==> config.mk <==
export PLATFORM = sky130hd
export DESIGN_NAME = ft245_tx
export DESIGN_NICKNAME = d
export VERILOG_FILES = /design/src/rtl/ft245_tx_pkg.sv /design/src/rtl/sync_fifo.sv /design/src/rtl/ft245_tx.sv
export SDC_FILE = /design/constraint.sdc
export NUM_CORES = 1
export LEC_CHECK = 0
export CAP_MARGIN = 0
export CORE_ASPECT_RATIO = 0.9
export CORE_MARGIN = 2
export CORE_UTILIZATION = 45
export CTS_BUF_LIST = sky130_fd_sc_hd__clkbuf_4
export CTS_CLUSTER_SIZE = 14
export DETAILED_ROUTE_END_ITERATION = 7
export HOLD_SLACK_MARGIN = 0.08
export PLACE_DENSITY_LB_ADDON = 0.25
export SYNTH_ARGS = -nofsm -noshare
export SYNTH_HDL_FRONTEND = slang
export SYNTH_SLANG_ARGS = --single-unit
==> constraint.sdc <==
create_clock -name clk -period 4.28 [get_ports clk]
set_clock_uncertainty 0.05 [all_clocks]
set_input_delay 1.07 -clock clk [delete_from_list [all_inputs] [get_ports clk]]
set_output_delay 1.07 -clock clk [all_outputs]
set_load 0.02 [all_outputs]
==> src/rtl/ft245_tx_pkg.sv <==
// FT245 transmitter shared definitions: FSM state encoding, default frame flags
// and the sample-to-byte-count helper.
// Latency: n/a (definitions only). Backpressure: n/a.
package ft245_tx_pkg;

    typedef enum logic [2:0] {
        ST_IDLE   = 3'd0,
        ST_HEADER = 3'd1,
        ST_DATA   = 3'd2,
        ST_FOOTER = 3'd3,
        ST_DONE   = 3'd4
    } state_e;

    localparam logic [7:0] DEF_START_FLAG = 8'hFF;
    localparam logic [7:0] DEF_STOP_FLAG  = 8'h8F;

    // Bytes needed to carry one sample of w bits.
    function automatic int nbytes(input int w);
        return (w + 7) / 8;
    endfunction

endpackage

==> src/rtl/sync_fifo.sv <==
// First-word-fall-through synchronous FIFO; head_dat_o is valid whenever !empty_o.
// Latency: a push is visible at the head one cycle later. Backpressure: pushes
// while full are ignored unless a pop happens in the same cycle (pop frees the slot first).
// Ports: clk/rst (sync, active-high), push_i/push_dat_i, pop_i, head_dat_o, full_o, empty_o, count_o.
module sync_fifo #(
    parameter int WIDTH = 24,
    parameter int DEPTH = 16
) (
    input  logic                     clk,
    input  logic                     rst,
    input  logic                     push_i,
    input  logic [WIDTH-1:0]         push_dat_i,
    input  logic                     pop_i,
    output logic [WIDTH-1:0]         head_dat_o,
    output logic                     full_o,
    output logic                     empty_o,
    output logic [$clog2(DEPTH):0]   count_o
);
    localparam int AW = $clog2(DEPTH);

    logic [WIDTH-1:0] mem_q [DEPTH];
    logic [AW-1:0]    wr_ptr_q;
    logic [AW-1:0]    rd_ptr_q;
    logic [AW:0]      count_q;
    logic             do_push;
    logic             do_pop;

    assign full_o     = (count_q == (AW+1)'(DEPTH));
    assign empty_o    = (count_q == '0);
    assign count_o    = count_q;
    assign head_dat_o = mem_q[rd_ptr_q];

    assign do_pop  = pop_i && !empty_o;
    assign do_push = push_i && (!full_o || do_pop);

    always_ff @(posedge clk) begin
        if (rst) begin
            wr_ptr_q <= '0;
            rd_ptr_q <= '0;
            count_q  <= '0;
        end else begin
            if (do_push) wr_ptr_q <= wr_ptr_q + 1'b1;
            if (do_pop)  rd_ptr_q <= rd_ptr_q + 1'b1;
            case ({do_push, do_pop})
                2'b10:   count_q <= count_q + 1'b1;
                2'b01:   count_q <= count_q - 1'b1;
                default: count_q <= count_q;
            endcase
        end
    end

    // Storage needs no reset; occupancy alone decides what is valid.
    always_ff @(posedge clk) begin
        if (do_push) mem_q[wr_ptr_q] <= push_dat_i;
    end

endmodule

==> src/rtl/ft245_tx.sv <==
// FT245 sync-FIFO transmitter: buffers samples, frames them (START, samples MSB-first, STOP).
// Latency: first START byte appears two cycles after the first sample is captured.
// Backpressure: TXE# high holds WR#/data; no backpressure to the sample source (drops set overflow).
// Ports: clk, rst (sync, active-high), en/din/din_valid (sample in), ft_txe_n (FT245 TXE#),
//        ft_wr_n/ft_data (FT245 write side), frame_done (pulse), overflow (sticky).
module ft245_tx
    import ft245_tx_pkg::*;
#(
    parameter int         DATA_WIDTH = 24,
    parameter int         FRAME_LEN  = 1024,
    parameter int         FIFO_DEPTH = 16,
    parameter logic [7:0] START_FLAG = DEF_START_FLAG,
    parameter logic [7:0] STOP_FLAG  = DEF_STOP_FLAG
) (
    input  logic                  clk,
    input  logic                  rst,
    input  logic                  en,
    input  logic [DATA_WIDTH-1:0] din,
    input  logic                  din_valid,
    input  logic                  ft_txe_n,
    output logic                  ft_wr_n,
    output logic [7:0]            ft_data,
    output logic                  frame_done,
    output logic                  overflow
);
    localparam int NBYTES = nbytes(DATA_WIDTH);
    localparam int SW     = NBYTES * 8;
    localparam int BCW    = (NBYTES > 1) ? $clog2(NBYTES) : 1;
    localparam int SCW    = (FRAME_LEN > 1) ? $clog2(FRAME_LEN) : 1;
    localparam logic [BCW-1:0] LAST_BYTE = BCW'(NBYTES - 1);
    localparam logic [SCW-1:0] LAST_SAMP = SCW'(FRAME_LEN - 1);

    state_e                state_q, state_d;
    logic                  wr_n_q, wr_n_d;
    logic [7:0]            data_q, data_d;
    logic [SW-1:0]         shift_q, shift_d;
    logic [BCW-1:0]        byte_cnt_q, byte_cnt_d;
    logic [SCW-1:0]        samp_cnt_q, samp_cnt_d;
    logic                  frame_done_q, frame_done_d;
    logic                  overflow_q, overflow_d;

    logic                  fifo_pop;
    logic                  fifo_full;
    logic                  fifo_empty;
    logic [DATA_WIDTH-1:0] fifo_head;
    logic [$clog2(FIFO_DEPTH):0] fifo_count;
    logic                  unused_fifo_count;
    logic [SW-1:0]         head_pad;
    logic                  xfer;
    logic                  load;

    sync_fifo #(
        .WIDTH (DATA_WIDTH),
        .DEPTH (FIFO_DEPTH)
    ) u_fifo (
        .clk        (clk),
        .rst        (rst),
        .push_i     (en && din_valid),
        .push_dat_i (din),
        .pop_i      (fifo_pop),
        .head_dat_o (fifo_head),
        .full_o     (fifo_full),
        .empty_o    (fifo_empty),
        .count_o    (fifo_count)
    );

    assign unused_fifo_count = ^fifo_count;

    // Zero-extend so unused top bits of the first byte go out as zero.
    assign head_pad = SW'(fifo_head);
    assign xfer     = !wr_n_q && !ft_txe_n;

    always_comb begin
        state_d      = state_q;
        wr_n_d       = wr_n_q;
        data_d       = data_q;
        shift_d      = shift_q;
        byte_cnt_d   = byte_cnt_q;
        samp_cnt_d   = samp_cnt_q;
        frame_done_d = 1'b0;
        load         = 1'b0;

        case (state_q)
            ST_IDLE: begin
                if (!fifo_empty) begin
                    state_d = ST_HEADER;
                    wr_n_d  = 1'b0;
                    data_d  = START_FLAG;
                end
            end
            ST_HEADER: begin
                // FIFO cannot have drained since IDLE saw it non-empty.
                if (xfer) begin
                    state_d = ST_DATA;
                    load    = 1'b1;
                end
            end
            ST_DATA: begin
                if (xfer) begin
                    if (byte_cnt_q != LAST_BYTE) begin
                        data_d     = shift_q[SW-1 -: 8];
                        shift_d    = shift_q << 8;
                        byte_cnt_d = byte_cnt_q + 1'b1;
                    end else if (samp_cnt_q == LAST_SAMP) begin
                        state_d = ST_FOOTER;
                        data_d  = STOP_FLAG;
                    end else begin
                        samp_cnt_d = samp_cnt_q + 1'b1;
                        if (!fifo_empty) load = 1'b1;
                        else             wr_n_d = 1'b1;
                    end
                end else if (wr_n_q && !fifo_empty) begin
                    // Starved mid-frame: resume as soon as a sample lands.
                    load = 1'b1;
                end
            end
            ST_FOOTER: begin
                if (xfer) begin
                    state_d      = ST_DONE;
                    wr_n_d       = 1'b1;
                    frame_done_d = 1'b1;
                end
            end
            ST_DONE: begin
                state_d    = ST_IDLE;
                samp_cnt_d = '0;
            end
            default: state_d = ST_IDLE;
        endcase

        // Pop the head sample, present its MSB byte, keep the rest for shifting.
        if (load) begin
            wr_n_d     = 1'b0;
            data_d     = head_pad[SW-1 -: 8];
            shift_d    = head_pad << 8;
            byte_cnt_d = '0;
        end
    end

    assign fifo_pop   = load;
    // A pop in the same cycle frees the slot, so the push is not a drop.
    assign overflow_d = overflow_q | (en && din_valid && fifo_full && !fifo_pop);

    always_ff @(posedge clk) begin
        if (rst) begin
            state_q      <= ST_IDLE;
            wr_n_q       <= 1'b1;
            data_q       <= '0;
            shift_q      <= '0;
            byte_cnt_q   <= '0;
            samp_cnt_q   <= '0;
            frame_done_q <= 1'b0;
            overflow_q   <= 1'b0;
        end else begin
            state_q      <= state_d;
            wr_n_q       <= wr_n_d;
            data_q       <= data_d;
            shift_q      <= shift_d;
            byte_cnt_q   <= byte_cnt_d;
            samp_cnt_q   <= samp_cnt_d;
            frame_done_q <= frame_done_d;
            overflow_q   <= overflow_d;
        end
    end

    assign ft_wr_n    = wr_n_q;
    assign ft_data    = data_q;
    assign frame_done = frame_done_q;
    assign overflow   = overflow_q;

endmodule

* After elaboration in Yosys (flattened, before gate mapping)
Memories as Yosys holds them, arrays and structs flattened. A register that Yosys moved wholly into a read port is not among the register bits. Index checks and enable logic that the tools add are counted. W data, S select, Z words.
Word-level totals: flip-flop bits (word level) 55, memory bits (writable) 384, input port bits 29, output and inout port bits 11, word-level logic and storage cells 114, memories 1
Cells by class: add/subtract/negate cells 6, equal/unequal tests 23, multiplexer cells 41, bitwise gates (word level) 2, reductions and logical operators 30
Memories:
- u_fifo.mem_q | words 16, bits a word 24, read ports 1, clocked after Yosys merged registers in 1, wr ports 1, RTL line sync_fifo.sv:21 | logic [WIDTH-1:0] mem_q [DEPTH];
Operator list (number):
- $mux W24 | 4
- $mux W8 | 5
- $mux W10 | 3
- $pmux W10 S2 | 1
- $mux W3 | 6
- $ne A3 B3 Y1 const B | 6
- $ne A2 B2 Y1 const B | 8
- $pmux W8 S2 | 1
- $mux W1 | 15
- $pmux W3 S4 | 1
- $add A10 B1 Y10 const B | 1
- $eq A10 B10 Y1 const B | 1
- $pmux W5 S2 | 1
- $reduce_bool A2 Y1 | 5
- $add A4 B1 Y4 const B | 2
- $mux W4 | 2
- $reduce_and A4 Y1 | 2
- $logic_and A1 B1 Y1 | 7
- $reduce_and A7 Y1 | 1
- $eq A3 B2 Y1 const B | 2
- $reduce_and A3 Y1 | 2
- $reduce_and A6 Y1 | 1
- $add A5 B1 Y5 const B | 1
- $eq A5 B5 Y1 const B | 1
- other kinds (18) | 23

* Longest topological paths before layout
Gate-level depths: netlist of the first run.
depth in word-level cells 11, depth in mapped cells 17, mapped depth without buffers 14

* Cells and area by module
From an unflattened synthesis of the first run, not the netlist that was laid out.
Second synthesis, totals: cells, all modules 977, area, all modules 17727.0 µm²
Modules (own cells, without submodules):
- sync_fifo | instances 1, cells an instance 717, area an instance 15394.8 µm², seq. area each 11871.4 µm²
- ft245_tx | instances 1, cells an instance 260, area an instance 2332.2 µm², seq. area each 840.8 µm²

* Worst setup path before layout of the first run
No wires, ideal clock.
path kind input to register, start point input ft_txe_n, end point memory u_fifo.mem_q[2][0], enable pin, setup time 0.435 ns, arrival 3.860 ns, required time 3.795 ns, setup slack -0.065 ns, cell stages on the path 7, path buffers 1, cells stage by stage or3b_1 nor3_2 a21o_2 o31a_1 buf_4 nand2_1 nor3_1
Between the ends: cells in the longest elaborated chain, start to end 9, elaborated cells on any way between the ends 10, classes of those cells mux (5); reduce/logical (5)
Ends and longest elaborated chain:
- start, declared | RTL line ft245_tx.sv:20 | input logic ft_txe_n,
- $logic_not A1 Y1 * | RTL line ft245_tx.sv:71 | assign xfer = !wr_n_q && !ft_txe_n;
- $logic_and A1 B1 Y1 * | RTL line ft245_tx.sv:71
- $mux W1 (on tied branches) | RTL line ft245_tx.sv:99, ft245_tx.sv:93
- $pmux W1 S2 * | RTL line ft245_tx.sv:83 | case (state_q)
- $logic_and A1 B1 Y1 * | RTL line sync_fifo.sv:33 | assign do_pop = pop_i && !empty_o;
- $logic_or A1 B1 Y1 * | RTL line sync_fifo.sv:34 | assign do_push = push_i && (!full_o || do_pop);
- $logic_and A1 B1 Y1 * | RTL line sync_fifo.sv:34
- $mux W1 * | RTL line sync_fifo.sv:54 | if (do_push) mem_q[wr_ptr_q] <= push_dat_i;
- $mux W1 (not written as such) * | RTL line sync_fifo.sv:54
- end, declared | RTL line sync_fifo.sv:21
Mark *: on every way between the ends. The rest lies on a longest branch, timed or not.

* Worst setup path after layout of the first run
start point register samp_cnt_q[0], end point register u_fifo.count_q[2], in the netlist u_fifo.count_o[2]
Between the ends: cells in the longest elaborated chain, start to end 10, elaborated cells on any way between the ends 12, classes of those cells eq/ne (3); mux (5); reduce/logical (4)
Ends and longest elaborated chain:
- start, declared | RTL line ft245_tx.sv:38 | logic [SCW-1:0] samp_cnt_q, samp_cnt_d;
- start signal, assigned | RTL line ft245_tx.sv:160 | samp_cnt_q <= samp_cnt_d;
- $eq A10 B10 Y1 * | RTL line ft245_tx.sv:104 | end else if (samp_cnt_q == LAST_SAMP) begin
- $mux W1 * | RTL line ft245_tx.sv:104
- $mux W1 * | RTL line ft245_tx.sv:100 | if (byte_cnt_q != LAST_BYTE) begin
- $mux W1 * | RTL line ft245_tx.sv:99 | if (xfer) begin
- $pmux W1 S2 * | RTL line ft245_tx.sv:83
- $logic_and A1 B1 Y1 * | RTL line sync_fifo.sv:33
- net u_fifo.do_pop | RTL line sync_fifo.sv:26 | logic do_pop;
- $logic_or A1 B1 Y1 | RTL line sync_fifo.sv:34
- $logic_and A1 B1 Y1 | RTL line sync_fifo.sv:34
- $eq A2 B1 Y1 / $eq A2 B2 Y1 (equally long branches) | RTL line sync_fifo.sv:44 | case ({do_push, do_pop})
- $pmux W5 S2 / $reduce_bool A2 Y1 (equally long branches)
- end signal, assigned | RTL line sync_fifo.sv:45 | 2'b10: count_q <= count_q + 1'b1;
- end signal, assigned | RTL line sync_fifo.sv:46 | 2'b01: count_q <= count_q - 1'b1;
- end signal, assigned | RTL line sync_fifo.sv:47 | default: count_q <= count_q;
- end, declared | RTL line sync_fifo.sv:24 | logic [AW:0] count_q;
Mark *: on every way through the listed nets, which the timed path passes. The rest lies on a longest branch. A chain may end at the register's enable or synchronous reset.

==> results of run 1 <==
-- cells by family (layout without fill, tap and decap cells) --
logic type                 count (synthesis)  after routing
adders and majority gates                 10             10
buffers and inverters                     62            286
AOI/OAI and AO/OA                         94             94
xor gates and xnor gates                  19             19
other                                      0              2
muxes                                    117            117
and+or+nand+nor                          182            182
DFF                                      443            443
-- metal layers --
metal | GRT usage [%] | part of all wire, % | vias to the layer above
li1 | - | - | 4134
met2 | 30.4 | 47 | 272
met4 | 5.99 | 1.6 | 2
met5 | 0 | 0.034 | -
met1 | 28.7 | 46 | 4833
met3 | 4.56 | 5.8 | 60
-- worst max path at each step --
stage | endpoint | slack [ns] | cells past startpoint
3_3_place_gp | u_fifo.count_o[2] | 0.19 | 13
6_report | u_fifo.count_o[2] | 0.90 | 13
2_1_floorplan | u_fifo.mem_q[3][0] | 0.12 | 5
5_1_grt | u_fifo.count_o[2] | 0.60 | 13
4_1_cts | u_fifo.count_o[2] | 0.90 | 13
3_5_place_dp | u_fifo.count_o[2] | 0.19 | 13
-- area by class of cell --
type | count | share of cell area (%)
clock buffers | 152 | 5.67
well taps | 490 | 3.04
multi-input cells | 422 | 22.8
diodes | 2 | 0.0249
clock inverters | 45 | 1.11
inverters | 10 | 0.186
repair buffers | 79 | 4.03
flip-flops and latches | 443 | 63.2
-- metrics by stage --
step / hold slack, ns / power [mW] / setup WS (ns)
2_1_floorplan: 0.393 / 5.01 / 0.116
3_3_place_gp: 0.419 / 5.17 / 0.192
3_5_place_dp: 0.425 / 5.18 / 0.188
4_1_cts: 0.431 / 8.58 / 0.898
5_1_grt: 0.459 / 8.83 / 0.598
6_report: 0.432 / 8.47 / 0.900
-- report_power, final --
group / switching, mW / total [mW] / internal, mW
Sequential: 0.0327 / 4.76 / 4.73
Combinational: 0.186 / 0.320 / 0.135
Clock: 1.68 / 3.39 / 1.71
Total: 1.90 / 8.47 / 6.57
-- sequential cells by signal (all words and copies together), names as in the netlist, 3 cells and up, named ones only --
register / flops
samp_cnt_q: 10
ft_data: 8
u_fifo.wr_ptr_q: 4
shift_q: 16
u_fifo.count_o: 5
u_fifo.mem_q: 384
u_fifo.rd_ptr_q: 4
state_q: 3
-- synth_stat cells, types with 4 or more instances --
cell type	instances	area share (%)
a2111oi_0	5	0.25
a211oi_1	13	0.56
a21oi_1	13	0.37
a22o_1	9	0.45
a22oi_1	6	0.26
a311oi_1	8	0.40
and3_1	4	0.14
buf_1	4	0.086
buf_2	18	0.52
buf_4	6	0.26
clkbuf_1	23	0.49
dfxtp_1	59	6.8
edfxtp_1	384	66
ha_1	10	0.72
inv_1	9	0.19
mux2i_1	14	0.80
mux4_2	101	13
nand2_1	36	0.77
nand2b_1	5	0.18
nand3_1	13	0.37
nor2_1	60	1.3
nor2b_1	16	0.57
nor3_1	12	0.34
nor4_1	4	0.14
o21ai_0	6	0.17
or3_1	4	0.14
xnor2_1	11	0.55
xor2_1	8	0.40
-- worst max-delay path: cells and delay by family (launching register included) --
kind                       cells  cell delay (ns)
adders and majority gates      3             0.62
DFF                            1             0.39
and+or+nand+nor                3             0.70
AOI/OAI and AO/OA              4             1.15
xor gates and xnor gates       2             0.26
buffers and inverters          1             0.13
==> results.cfg, run 1 <==
[cts]
cts-buffers-inserted = 107
cts_tree = yes
cts_hold_repair.buffers = 0
ctsHtreeMaxLevel = 3
cts_setup_buffers = 0
clk_path_buf_depth = 3
cts_sinks = 443
worst_skew_pair.late_latency_ns = 0.83
ctsResizeCount = 0
clk_pin_slew_ns = 0.06
root_buffer = clkbuf_4

[synth]
synth_compound_area_share_pct = 4.40
ys_seq_area_share_pct = 72.9
synth_nets = 966
syn_area_um2 = 17400
syn_avg_cell_area_um2 = 18.8
synth_top_family_by_area = multiplexers
yosys_register_bits = 443
synth-adder-area-share_pct = 0.717
synth_edf_count = 384
synth_cell_types = 69
synth_mux_area_share_pct = 14.0
yosysWarnings = 0
synthSimpleGateAreaFrac_pct = 5.46
synthCells = 927
ys.flop_type = edfxtp_1
synth-async-reset-ratio_pct = 0
synth-xor-area-share_pct = 0.954

[worst_setup_path]
startpoint = samp_cnt_q[0]
cp-end-kind = flip-flop
crit_fanout = 4
critPathMaxStageDelay_ns = 0.48
crit_top_cell = ha_1
reg2reg_slack_ns = 0.90
worst_r2r_path_depth = 13
critPathRequiredTime_ns = 4.98
r2r-start = samp_cnt_q[0]
path_class = flip-flop to flip-flop
critPathLaunchType = flip-flop
path_cells = ha_1 > nand4_1 > o31a_1 > and2_1 > o31ai_1 > inv_2 > ha_1 > xor2_1 > ha_1 > a21oi_1 > xor2_1 > or3_1 > a21oi_1
arrival_ns = 4.08
r2r_end = u_fifo.count_o[2]
cpMaxStageDelayCell = o31ai_1

[job]
maxCapViolations = 0

[die]
die_width_um = 212
die_h_um = 191
die-area_um2 = 40400
pin_count = 40
coreArea_um2 = 38300
fp-row-count = 68
start_util_pct = 45.6

[placement]
post-place-cells = 1444
io_buffers = 39
hpwl_um = 22600
place.gp.congestion = 0.789
placed_area_um2 = 18800

[global_route]
antenna_found_initial = 2
grt_start_max_net_pins = 48
grt_pass1_wl_um = 58600
gr-total-overflow = 0
grt_pass1_vias = 9527
grt_usage_pct = 19.9

[routing]
vias = 9301
first_pass_iters = 5
drc_errors = 0
ant_nets = 0
vias_per_cell = 5.66
wire_per_inst_um = 23.2
drt_iter0_markers = 857
wl_um = 38100

[min_path]
hold_path.startpoint = shift_q[20]
min_delay_path_depth = 2
min_delay_worst_endpoint = ft_data[4]
hold_class = flip-flop to flip-flop

[final_layout]
fillers = 3092
final_cell_mix = edfxtp_1, clkbuf_4, mux4_2, dfxtp_1, nor2_1
drive_above_1_share_pct = 30.1
nets = 1102
final_common_cell = edfxtp_1
utilization_pct = 52.6
final_cells = 1643
fin_area_um2 = 20100
area_growth_pct = 15.4
multi_input_area_um2 = 4590
regArea_um2 = 12700

[sta]
fmax_mhz = 296
period_needed_ns = 3.38
tns_ns = 0
tightest_slew_ns = 1.07
slew_headroom_pct = 28.6
setup_violations = 0
hold_viol_final = 0
grt_setup_unrepaired = no
period_share_pct = 79.0
slew_violations = 0

[pwr]
leakage_nw = 6.30
p_per_area_nw_per_um2 = 421
ir_drop_v = 0.000229

[outcome]
status = complete, no violations
(Power assumes the default switching activity.)
==> run 2, diff against run 1 <==
==> constraint.sdc (replaced) <==
create_clock -name clk -period 2.75 [get_ports clk]
set_clock_uncertainty 0.05 [all_clocks]
set_input_delay 0.6875 -clock clk [delete_from_list [all_inputs] [get_ports clk]]
set_output_delay 0.6875 -clock clk [all_outputs]
set_load 0.02 [all_outputs]
==> run 2 against run 1 <==
Compared with the run above: the flow now finishes with violations (setup timing); via count rose by 1.9%; cell count is 4.0% higher; combinational power grew 79%; flip-flop and latch count did not move; critical path type unchanged; largest cell class unchanged.
==> results.cfg, run 2 (synthesized netlist as in run 1, its figures left out) <==
[sta]
slew_violations = 0
period_needed_ns = 2.75
fmax_mhz = 363
fin_ws_ns = -0.00391
setup_violations = 1
grt_setup_unrepaired = yes
period_share_pct = 100
slew_headroom_pct = 44.6
hold_viol_final = 0
tightest_slew_ns = 0.830

[worst_setup_path]
cp-end-kind = flip-flop
arrival_ns = 3.45
path_class = flip-flop to flip-flop
critPathRequiredTime_ns = 3.45
startpoint = samp_cnt_q[1]
reg2reg_slack_ns = -0.004
r2r-start = samp_cnt_q[1]
worst_r2r_path_depth = 14
endpoint = u_fifo.count_o[2]
critPathLaunchType = flip-flop
r2r_end = u_fifo.count_o[2]
crit_fanout = 3

[placement]
hpwl_um = 26000
io_buffers = 39
place.gp.congestion = 0.798
placed_area_um2 = 19500
dp_slack_ns = -0.668

[die]
die-area_um2 = 40400
die_width_um = 212
die_h_um = 191
coreArea_um2 = 38300
pin_count = 40
fp-row-count = 68
start_util_pct = 45.6

[final_layout]
regArea_um2 = 12700
final_common_cell = edfxtp_1
multi_input_area_um2 = 4680
final_cell_mix = edfxtp_1, clkbuf_4, mux4_2, buf_4, dfxtp_1
area_growth_pct = 20.7
fin_area_um2 = 21100
fillers = 3032
largest-register = u_fifo.mem_q
largest_reg_flops = 384
nets = 1173
top_regs = u_fifo.mem_q: 384 flops, shift_q: 16 flops, samp_cnt_q: 10 flops
drive_above_1_share_pct = 36.4

[global_route]
grt_usage_pct = 20.4
gr-total-overflow = 0
grt_pass1_wl_um = 60100
grt_start_max_net_pins = 31
grt_pass1_vias = 9901
antenna_found_initial = 2

[outcome]
status = finished, violations left
violations = setup timing

[cts]
ctsHtreeMaxLevel = 3
clk_pin_slew_ns = 0.07
root_buffer = clkbuf_4
cts_tree = yes
clk_path_buf_depth = 3
worst_skew_pair.late_latency_ns = 0.83
cts-buffers-inserted = 108
cts_sinks = 443

[pwr]
total_power_mw = 13.4
p_per_area_nw_per_um2 = 635
pwr-share-comb_pct = 4.3
seqPwrFrac_pct = 55.3
ir_drop_v = 0.000365
p_switching_mw = 2.90
switching_share_pct = 21.7
p_clk_share_pct = 40.4
leakage_nw = 6.74
p_int_mw = 10.5

[routing]
wl_um = 39700
ant_nets = 0
vias = 9478
drt_iter0_markers = 889
drc_errors = 0
wire_per_inst_um = 23.2
first_pass_iters = 5
vias_per_cell = 5.55

[min_path]
hold_class = flip-flop to flip-flop

[job]
maxCapViolations = 0
[run 2: per-layer routing]
layer,track usage (%),part of all wire [%],vias to the layer above
met4,6.47,2.2,0
li1,-,-,4283
met3,5.17,5.8,62
met1,27.0,43,4845
met5,0,0,-
met2,33.4,49,288
[run 2: worst min path at each step]
stage,start,endpoint,slack (ns),cells after the start
after floorplan,shift_q[15],shift_q[15],0.39,1
after global placement,shift_q[12],shift_q[12],0.41,1
after detailed placement,shift_q[12],shift_q[12],0.42,1
after CTS,shift_q[14],shift_q[22],0.40,2
after global routing,shift_q[9],shift_q[17],0.44,2
final,shift_q[14],shift_q[22],0.40,2
[run 2: timing repair]
item / 4_1_cts / 5_1_grt
hold endpoints to repair: 4 / 0
cloned: 0 / 1
buffers inserted: 2 / 0
hold buffers: 1 / 0
resized for setup: 14 / 5
pin swaps: 12 / 4
endpoints found under the setup margin: 22 / 66
[run 2: cell type report]
type,instances,share of cell area (%)
antenna,2,0.0238
multi-input combinational,422,22.2
clock inverter,32,0.927
inverter,10,0.190
sequential,443,60.4
timing repair buffer,149,7.58
clock buffer,161,5.74
tap,490,2.91
[run 2: metrics by stage]
step	util [%]	hold slack (ns)	std cells	TNS, ns
after floorplan	-	0.393	927	-36.16
after global placement	51.0	0.413	1510	-181.30
after detailed placement	51.0	0.418	1510	-187.01
after CTS	54.9	0.395	1706	-0.0774
after global routing	55.0	0.441	1709	-0.386
final	55.0	0.401	1709	-0.00391
[run 2: critical path: stages, from the launching register on]
cell,delay [ns]
dfxtp_2,0.35
ha_4,0.14
nand4_1,0.10
o31a_1,0.29
and2_4,0.17
buf_6,0.12
o31a_1,0.28
inv_4,0.08
ha_4,0.12
xor2_1,0.15
ha_2,0.19
a21oi_2,0.05
xor2_1,0.15
or3_1,0.31
a21oi_1,0.13
[run 2: power by group through the flow]
stage,clock network (mW),logic [mW],registers (mW)
floorplan,0,0.243,7.56
global placement,0,0.562,7.54
detailed placement,0,0.571,7.54
CTS,5.59,0.579,7.39
global route,5.91,0.620,7.40
finish,5.41,0.574,7.39
==> run 3, diff against run 2 <==
--- a/config.mk
+++ b/config.mk
@@ -13,7 +13,7 @@
 export CTS_CLUSTER_SIZE = 14
 export DETAILED_ROUTE_END_ITERATION = 7
 export HOLD_SLACK_MARGIN = 0.08
-export PLACE_DENSITY_LB_ADDON = 0.25
+export PLACE_DENSITY_LB_ADDON = 0.15
 export SYNTH_ARGS = -nofsm -noshare
 export SYNTH_HDL_FRONTEND = slang
 export SYNTH_SLANG_ARGS = --single-unit
==> constraint.sdc (replaced) <==
create_clock -name clk -period 2.75 [get_ports clk]
set_clock_uncertainty 0.05 [all_clocks]
set_input_delay 0.6875 -clock clk [delete_from_list [all_inputs] [get_ports clk]]
set_output_delay 0.6875 -clock clk [all_outputs]
set_load 0.1 [all_outputs]
==> run 3 against run 2 <==
Compared with the run above: the run still ends with setup timing left; clock power is 1% higher; utilization up 0.29 points; total power grew 1.5%; hold slack lost 0.056 ns; die area unchanged; cell count increased by 1.1%; first-iteration DRC count shrank 5.2%; sequential share of layout area down 0.32 points; setup slack worse by 0.079 ns; final area grew 0.53%; critical path type unchanged.
==> results.cfg, run 3 (synthesized netlist as in run 1, its figures left out) <==
[die]
fp-row-count = 68
pin_count = 40
coreArea_um2 = 38300
die-area_um2 = 40400
start_util_pct = 45.6
die_width_um = 212
die_h_um = 191

[pwr]
p_int_mw = 10.5
ir_drop_v = 0.000335
p_switching_mw = 3.11
seqPwrFrac_pct = 54.5
p_per_area_nw_per_um2 = 641
leakage_nw = 6.81
total_power_mw = 13.6
switching_share_pct = 22.9
pwr-share-comb_pct = 5.1
p_clk_share_pct = 40.4

[worst_setup_path]
critPathRequiredTime_ns = 3.25
crit_fanout = 20
arrival_ns = 3.33
cp-end-kind = flip-flop
path_class = flip-flop to flip-flop
worst_r2r_path_depth = 9
r2r_end = u_fifo.mem_q[11][17]
r2r-start = samp_cnt_q[1]
reg2reg_slack_ns = -0.08
critPathLaunchType = flip-flop

[final_layout]
area_growth_pct = 21.4
top_regs = u_fifo.mem_q: 384 flops, shift_q: 16 flops, samp_cnt_q: 10 flops
drive_above_1_share_pct = 37.8
nets = 1185
multi_input_area_um2 = 4700
final_cells = 1727
fillers = 3032
final_cell_mix = edfxtp_1, clkbuf_4, mux4_2, buf_4, dfxtp_1
regArea_um2 = 12700
largest-register = u_fifo.mem_q
final_common_cell = edfxtp_1
largest_reg_flops = 384
utilization_pct = 55.3

[routing]
drt_iter0_markers = 843
ant_nets = 0
wl_um = 40700
vias = 9556
drc_errors = 0
wire_per_inst_um = 23.6
vias_per_cell = 5.53
first_pass_iters = 5

[sta]
slew_violations = 0
fmax_mhz = 353
grt_setup_unrepaired = yes
fin_ws_ns = -0.0830
setup_violations = 42
tightest_slew_ns = 0.856
hold_ws_ns = 0.345
period_share_pct = 103
slew_headroom_pct = 42.8
tns_ns = -1.63
period_needed_ns = 2.83
hold_viol_final = 0

[global_route]
grt_usage_pct = 21.1
antenna_found_initial = 4
gr-total-overflow = 0
grt_pass1_vias = 9632
grt_pass1_wl_um = 60900
grt_start_max_net_pins = 35

[placement]
post-place-cells = 1520
hpwl_um = 26800
io_buffers = 39
place.gp.congestion = 0.816

[cts]
root_buffer = clkbuf_4
worst_skew_pair.late_latency_ns = 0.87
cts_tree = yes
cts-buffers-inserted = 110
ctsHtreeMaxLevel = 3
clk_pin_slew_ns = 0.07
cts_sinks = 443
cts_hold_repair.buffers = 0
clk_path_buf_depth = 3

[outcome]
violations = setup timing
status = finished, violations left

[min_path]
min_delay_path_depth = 2
hold_class = primary input to flip-flop
min_delay_worst_endpoint = u_fifo.count_o[3]
hold_path.startpoint = rst

[job]
maxCapViolations = 0
## run 3: cell count changes in the layout (fill, tap and decap cells not counted), sizes merged
cell,previous run,this run
diode,2,5
dlygate4sd3,1,0
bufinv,2,1
inv,10,13
clkinv,29,26
clkbuf,162,167
buf,109,132
clkdlybuf4s50,38,27
## run 3: final cells by class
type | instances | share of cell area, %
sequential | 443 | 60.1
tap | 490 | 2.90
clock buffer | 167 | 5.92
multi-input combinational | 422 | 22.2
inverter | 10 | 0.189
clock inverter | 31 | 0.821
timing repair buffer | 159 | 7.83
antenna | 5 | 0.0591
## run 3: stage by stage
step | setup slack, ns | instance area (um^2)
after floorplan | -0.331 | 17600
after global placement | -0.600 | 19600
after detailed placement | -0.616 | 19600
after CTS | -0.0757 | 21100
after global routing | -0.237 | 21200
final | -0.0830 | 21200
## run 3: what timing repair did
action | 4_1_cts | 5_1_grt
pin swaps | 10 | 9
buffers inserted | 2 | 2
endpoints found under the setup margin | 123 | 74
resized for setup | 10 | 7
## run 3: worst max-delay path by stage
stage,from,to,slack (ns),cells after the start
finish,samp_cnt_q[1],u_fifo.mem_q[11][17],-0.08,9
global route,samp_cnt_q[1],u_fifo.count_o[4],-0.24,14
CTS,samp_cnt_q[1],u_fifo.count_o[2],-0.08,14
detailed placement,ft_txe_n,u_fifo.count_o[2],-0.62,13
global placement,ft_txe_n,u_fifo.count_o[4],-0.60,12
floorplan,ft_txe_n,u_fifo.count_o[2],-0.33,14
## run 3: power by group through the flow
stage               clock network [mW]  logic [mW]  registers (mW)
finish                            5.49       0.696            7.40
global route                      6.00       0.745            7.40
CTS                               5.65       0.699            7.40
detailed placement                   0       0.694            7.54
global placement                     0       0.688            7.54
floorplan                            0       0.243            7.69
## run 3: per-layer routing
layer  global-route usage, %  routed length [um]
met1                    31.1               18900
met2                    31.0               18400
met3                    5.58                2690
met4                    5.99                 697
met5                       0                   0
## run 3: critical path, stage by stage (launching register included)
cell	delay, ns
dfxtp_2	0.35
ha_4	0.14
nand4_1	0.11
o31a_1	0.35
and2_4	0.17
buf_6	0.12
o311ai_2	0.75
buf_4	0.28
nor2_4	0.05
buf_12	0.17
